### src/rtl/pipeline_stall_controller.sv
// pipeline_stall_controller
//   Stall/flush sequencer for the five-stage pipeline. Turns the load-use
//   hazard, the X-stage branch outcome and the multdiv handshake into
//   per-stage latch enables, bubble/flush controls and multdiv start pulses.
//   It owns the multdiv issue FSM (IDLE/WAIT), a watchdog that releases a
//   stuck multdiv wait, and a saturating stall-cycle counter.
//
// Ports
//   clock, reset            : clock, async active-low reset
//   memstall                : load-use hazard (XM load feeds DX operand)
//   X_flush                 : taken branch/jump resolved in X this cycle
//   DX_mult, DX_div         : DX holds a mult / div
//   md_ready                : multdiv result valid
//   PC_we..MW_we            : latch enables
//   FD_flush, DX_bubble     : nop-insert controls for a taken branch
//   XM_bubble               : nop into XM while the front end is frozen
//   md_ctrlMULT, md_ctrlDIV : one-cycle multdiv start pulses
//   md_busy, md_timeout     : FSM in WAIT / watchdog release pulse
//   stall_cycles            : saturating count of cycles with PC_we=0
module pipeline_stall_controller #(
  parameter int MD_TIMEOUT = 40
) (
  input  logic        clock,
  input  logic        reset,
  input  logic        memstall,
  input  logic        X_flush,
  input  logic        DX_mult,
  input  logic        DX_div,
  input  logic        md_ready,
  output logic        PC_we,
  output logic        FD_we,
  output logic        DX_we,
  output logic        XM_we,
  output logic        MW_we,
  output logic        FD_flush,
  output logic        DX_bubble,
  output logic        XM_bubble,
  output logic        md_ctrlMULT,
  output logic        md_ctrlDIV,
  output logic        md_busy,
  output logic        md_timeout,
  output logic [15:0] stall_cycles
);

  typedef enum logic {IDLE = 1'b0, WAIT = 1'b1} md_state_e;

  localparam logic [5:0] CNT_LAST = 6'(MD_TIMEOUT - 1);

  md_state_e   state_q, state_d;
  logic [5:0]  cnt_q, cnt_d;
  logic [15:0] stall_cycles_q, stall_cycles_d;

  logic in_wait, at_limit, start, release_c, mdstall, any_stall;

  assign in_wait   = (state_q == WAIT);
  assign at_limit  = (cnt_q == CNT_LAST);
  // A start is held off while a load-use hazard is pending: the operands
  // in DX are not valid yet.
  assign start     = !in_wait && (DX_mult || DX_div) && !memstall;
  assign release_c = in_wait && (md_ready || at_limit);
  assign mdstall   = start || (in_wait && !release_c);
  assign any_stall = mdstall || memstall;

  always_comb begin
    PC_we     = 1'b1;
    FD_we     = 1'b1;
    DX_we     = 1'b1;
    XM_we     = 1'b1;
    MW_we     = 1'b1;
    FD_flush  = 1'b0;
    DX_bubble = 1'b0;
    XM_bubble = 1'b0;
    if (any_stall) begin
      // Freeze the front end, drain a nop into XM, let MW retire.
      PC_we     = 1'b0;
      FD_we     = 1'b0;
      DX_we     = 1'b0;
      XM_bubble = 1'b1;
    end else if (X_flush) begin
      // Branch is only honoured when nothing stalls; a stalled branch
      // stays in DX and re-resolves.
      FD_flush  = 1'b1;
      DX_bubble = 1'b1;
    end
  end

  assign md_ctrlMULT = start && DX_mult;
  assign md_ctrlDIV  = start && DX_div;
  assign md_busy     = in_wait;
  // md_ready beats the watchdog when both land in the same cycle.
  assign md_timeout  = in_wait && !md_ready && at_limit;

  always_comb begin
    state_d = state_q;
    cnt_d   = cnt_q;
    if (!in_wait) begin
      if (start) begin
        state_d = WAIT;
        cnt_d   = 6'd0;
      end
    end else begin
      cnt_d = cnt_q + 6'd1;
      if (release_c) begin
        state_d = IDLE;
        cnt_d   = 6'd0;
      end
    end
  end

  always_comb begin
    stall_cycles_d = stall_cycles_q;
    if (!PC_we && (stall_cycles_q != 16'hFFFF))
      stall_cycles_d = stall_cycles_q + 16'd1;
  end

  always_ff @(posedge clock or negedge reset) begin
    if (!reset) begin
      state_q        <= IDLE;
      cnt_q          <= 6'd0;
      stall_cycles_q <= 16'd0;
    end else begin
      state_q        <= state_d;
      cnt_q          <= cnt_d;
      stall_cycles_q <= stall_cycles_d;
    end
  end

  assign stall_cycles = stall_cycles_q;

endmodule

### config.mk
export PLATFORM = sky130hd
export DESIGN_NAME = pipeline_stall_controller
export DESIGN_NICKNAME = d
export VERILOG_FILES = /design/src/rtl/pipeline_stall_controller.sv
export SDC_FILE = /design/constraint.sdc
export NUM_CORES = 1
export LEC_CHECK = 0
export ABC_AREA = 0
export CAP_MARGIN = 10
export CELL_PAD_IN_SITES_DETAIL_PLACEMENT = 1
export CELL_PAD_IN_SITES_GLOBAL_PLACEMENT = 1
export CORE_MARGIN = 2
export CORE_UTILIZATION = 33
export DETAILED_ROUTE_END_ITERATION = 10
export PLACE_DENSITY_LB_ADDON = 0.05
export SLEW_MARGIN = 20
export SYNTH_ARGS = -nofsm -noshare
export SYNTH_HDL_FRONTEND = slang
export SYNTH_SLANG_ARGS = --single-unit
### constraint.sdc
create_clock -name clock -period 1.9 [get_ports clock]
set_input_delay 0.285 -clock clock [delete_from_list [all_inputs] [get_ports clock]]
set_output_delay 0.285 -clock clock [all_outputs]
set_load 0.05 [all_outputs]
### Word level (Yosys, flattened, before mapping)

Cells that the tools add are included.

| storage, ports and cells | value |
|---|---|
| bits in registers | 23 |
| bits of input ports | 7 |
| output and inout bits | 28 |
| word-level logic and storage cells | 35 |

| operators by class | value |
|---|---|
| add/subtract/negate cells | 2 |
| equal/unequal tests | 2 |
| muxes and demuxes | 10 |
| reduce and logical (&&, ||, !) cells | 18 |

Operator list:

| kind | number |
|---|---|
| two-way mux 6 bit | 3 |
| adder 16 x 1 -> 16 bit (second input constant) | 1 |
| inequality test 16 bit (second input constant) | 1 |
| logical AND 1 bit | 9 |
| two-way mux 1 bit | 7 |
| adder 6 x 1 -> 6 bit (second input constant) | 1 |
| == test 6 bit (second input constant) | 1 |
| zero test 1 bit | 4 |
| logical OR 1 bit | 4 |
| nonzero test 2 bit | 1 |

### Logic depth before layout (Yosys ltp)

| depth | value |
|---|---|
| depth in word-level cells | 8 |
| gate-level depth with buffers | 8 |
| gate-level depth less buffers | 6 |

### Least setup slack after synthesis

No wires, ideal clock.

| path | value |
|---|---|
| path kind | register -> output |
| start | reg cnt_q[3] |
| end | out FD_flush |
| arrival | 2.558 ns |
| required time | 1.615 ns |
| slack | -0.943 ns |
| stages on the path, launching flop included | 8 |
| buffers on the path | 2 |
| cells stage by stage | dfrtp_1 > or3b_4 > nor4b_4 > nor2_2 > buf_4 > inv_1 > and2_1 > buf_4 |

| on the way | value |
|---|---|
| longest elaborated chain between the ends | 8 |

RTL lines:

| element | line | RTL |
|---|---|---|
| start, declared | 50 | `logic [5:0] cnt_q, cnt_d;` |
| start signal, assigned | 123 | `cnt_q <= cnt_d;` |
| == test 6 bit | 56 | `assign at_limit = (cnt_q == CNT_LAST);` |
| logical OR 1 bit | 60 | `assign release_c = in_wait && (md_ready \|\| at_limit);` |
| logical AND 1 bit | 60 |  |
| zero test 1 bit | 61 | `assign mdstall = start \|\| (in_wait && !release_c);` |
| logical AND 1 bit | 61 |  |
| logical OR 1 bit | 61 |  |
| logical OR 1 bit | 62 | `assign any_stall = mdstall \|\| memstall;` |
| two-way mux 1 bit | -- |  |
| end, declared | 35 | `output logic FD_flush,` |

No other way between the ends.

### Worst setup path after layout

| path | value |
|---|---|
| start | reg cnt_q[3] |
| end | out DX_bubble |

| on the way | value |
|---|---|
| longest elaborated chain between the ends | 8 |

RTL lines:

| element | line | RTL |
|---|---|---|
| == test 6 bit | 56 |  |
| logical OR 1 bit | 60 |  |
| logical AND 1 bit | 60 |  |
| zero test 1 bit | 61 |  |
| logical AND 1 bit | 61 |  |
| logical OR 1 bit | 61 |  |
| logical OR 1 bit | 62 |  |
| two-way mux 1 bit | 73 | `if (any_stall) begin` |
| end, declared | 36 | `output logic DX_bubble,` |

No other way between the ends.

==> qor.txt <==
M3 GR Usage - 3.04%
die height - 66.9 µm
Multi-input gate area - 746 µm²
Leak - 0.804 nW
detailed router's first-iteration violation count - 71
mux contribution to synthesized area - 1.63%
Tcrit/Tclk final - 110%
Critical Path AT - 1.80 ns
Critical R2R Capture - stall_cycles[1]
Std-Cell Rows - 22
diode count - 0
Synth Cell Area - 0.00131 mm²
R2R depth - 7
CP Max Fanout - 3
vias in the first global route - 1125
Yosys top cell by area - dfrtp_1
max cap viols - 0
commonest non-fill, non-tap cell in the layout - clkdlybuf4s50_1
Tmin final - 2.08 ns
Cells after DPL - 212
CP Class - reg2out
fin util - 51.9%
DR vias/cell - 4.88
Synth Area in XOR/XNOR - 10.0%
Avg WL per Cell - 14.8 µm
met1 usage - 18.8%
port bufs - 32
simple-gate share of the synthesized area - 30.1%
final non-filler cell total - 219
routed vias - 1068
first-pass GRT wire length - 5.42 mm
FF-to-FF Start - cnt_q[3]
GP Congestion - 0.717
fin. max-slew vios - 0
Slew @ Worst Pin - 0.503 ns
worst rel slew slack - 66.4%
area of the core - 0.00374 mm²
register area share after synthesis - 44.0%
worst hold path type - in2async
CP required - 1.62 ns
fillcell total - 427
maximum vdd ir drop - 0.345 mV
met2 usage - 30.3%
Clock Skews - 0.00123 ns
gr busiest metal - met2
synth-to-layout area growth - 48.7%
Synth Area in Compound Gates - 7.08%
Synth Area in Adders - 1.91%
RSZ-0062 raised after global routing - yes
DP HPWL - 2.40 mm
drt total wl - 3.23 mm
most frequent cells in the layout - clkdlybuf4s50_1, buf_4, nand2_1, dfrtp_1, dfrtp_2
drt drc - 0
Ports - 35
Final Hold Fails - 0
clk_lat worst skew - 0.26 ns
combinational family with the most area after synthesis - simple AND/OR/NAND/NOR gates
GRT overflow - 0
Post-DRT Antenna Nets - 0
H-tree depth - 1
clock slew at reported path FFs - 0.08 ns
Syn. warnings - 0
pin count of the biggest net entering global routing - 24
CTS max path bufs - 2
Final setup viols - 7
CTS tree - done
crit end category - output port
initial antenna violation count - 0
Die ar. - 0.00448 mm²
register area - 589 µm²
Distinct cells, synth - 34
fmax - 480 MHz
flops & latches, synth - 23
Setup WS post-layout - -0.185 ns
starting density of the core - 34.9%
hold_ws - 0.376 ns
Critical Path Source Type - flip-flop
Synth area leaders - dfrtp_1, xnor2_1, nand3_2, nand2_1, buf_4
Pre-antenna DRT Iters - 4
total track usage - 16.1%
Die W - 66.9 µm
layout cell share with drive strength beyond 1 - 36.8%
top cell type's share of synthesized area - 44.0%
PD cells - 1030 mW/mm²
Layout Nets - 181
Avg Inst Size Synth - 10.3 µm²
Root Driver - clkbuf_8
status - complete, but fails checks
cts bufs inserted - 3
R2R Setup Slk - -0.01 ns
clock sink count - 23
failing checks - setup timing
Post-Synthesis Cells - 127
where the power goes:
group / internal (mW) / switching (mW) / total (mW)
clock network: 0.150 / 0.157 / 0.306
registers: 0.599 / 0.141 / 0.741
logic: 0.401 / 0.549 / 0.950
final cells by class:
type                    instances  area share [%]
multi-input cells              96            38.4
repair buffers                 46            25.4
flip-flops and latches         23            30.3
inverters                       2           0.579
well taps                      48            3.09
clock buffers                   4            2.32
synth_stat cells:
| cell type | n |
|---|---|
| ha_1 | 2 |
| nor4b_4 | 1 |
| buf_4 | 6 |
| o21ai_0 | 8 |
| buf_6 | 1 |
| mux2_1 | 1 |
| nand3b_2 | 1 |
| nand4b_1 | 1 |
| nor2b_1 | 1 |
| nor2_1 | 8 |
| or3b_4 | 1 |
| xnor2_1 | 12 |
| nand3_2 | 7 |
| mux2i_1 | 1 |
| xor2_1 | 3 |
| o2bb2ai_1 | 1 |
| and3_1 | 6 |
| nand2_1 | 14 |
| o21ba_2 | 1 |
| nor2_2 | 1 |
| o21bai_2 | 1 |
| or3_4 | 1 |
| nand3_1 | 5 |
| and2_1 | 3 |
| o21bai_1 | 1 |
| nor3b_1 | 3 |
| nand2b_1 | 4 |
| nand4_2 | 1 |
| dfrtp_1 | 23 |
| inv_1 | 2 |
| conb_1 | 1 |
| o31ai_1 | 2 |
| nor3_1 | 2 |
| and3_4 | 1 |
layer usage:
metal  vias up  wire length, µm
li1        514                -
met1       535             1300
met2        17             1810
met3         2              100
met4         0               18
met5         -                0
flip-flops by register name, summed over array words and instances (netlist names):
| name | count |
|---|---|
| md_busy | 1 |
| cnt_q | 6 |
| stall_cycles | 16 |
kinds of logic after synthesis:
| group | count (synthesis) |
|---|---|
| other cells | 1 |
| xor+xnor | 15 |
| simple gates | 61 |
| buf+inv | 9 |
| compound gates | 14 |
| flops | 23 |
| mux | 2 |
| fa+ha+maj | 2 |
stage by stage:
step / setup WS [ns] / power, mW / cell area [µm²] / setup TNS (ns)
6_report: -0.185 / 2.00 / 1940 / -1.01
4_1_cts: -0.205 / 1.99 / 1910 / -1.14
5_1_grt: -0.263 / 2.11 / 1940 / -1.54
3_3_place_gp: -0.0511 / 1.60 / 1790 / -0.340
2_1_floorplan: -0.409 / 1.32 / 1370 / -1.35
3_5_place_dp: -0.102 / 1.64 / 1790 / -0.729
timing repair:
item                                    4_1_cts  5_1_grt
endpoints found under the setup margin        8       17
setup buffers                                 2        1
hold buffers                                  0        0
pin swaps                                     0        1
hold endpoints to repair                      0        0
gates resized for setup                      15        5
worst max path at each step:
stage / from / to / slack, ns / cells after the start
after floorplan: cnt_q[3] / FD_flush / -0.41 / 7
after global placement: memstall / DX_bubble / -0.05 / 7
after detailed placement: memstall / stall_cycles[1] / -0.10 / 7
after CTS: cnt_q[3] / DX_bubble / -0.21 / 6
after global routing: cnt_q[3] / DX_bubble / -0.26 / 6
final: cnt_q[3] / DX_bubble / -0.18 / 6
worst max-delay path, cell delays in order, from the launching register on:
cell,delay (ns)
dfrtp_1,0.38
or3b_4,0.42
nor4b_4,0.26
nor2_4,0.09
clkinvlp_4,0.08
and2_4,0.15
buf_6,0.15
Power figures use the tool's default switching activity.
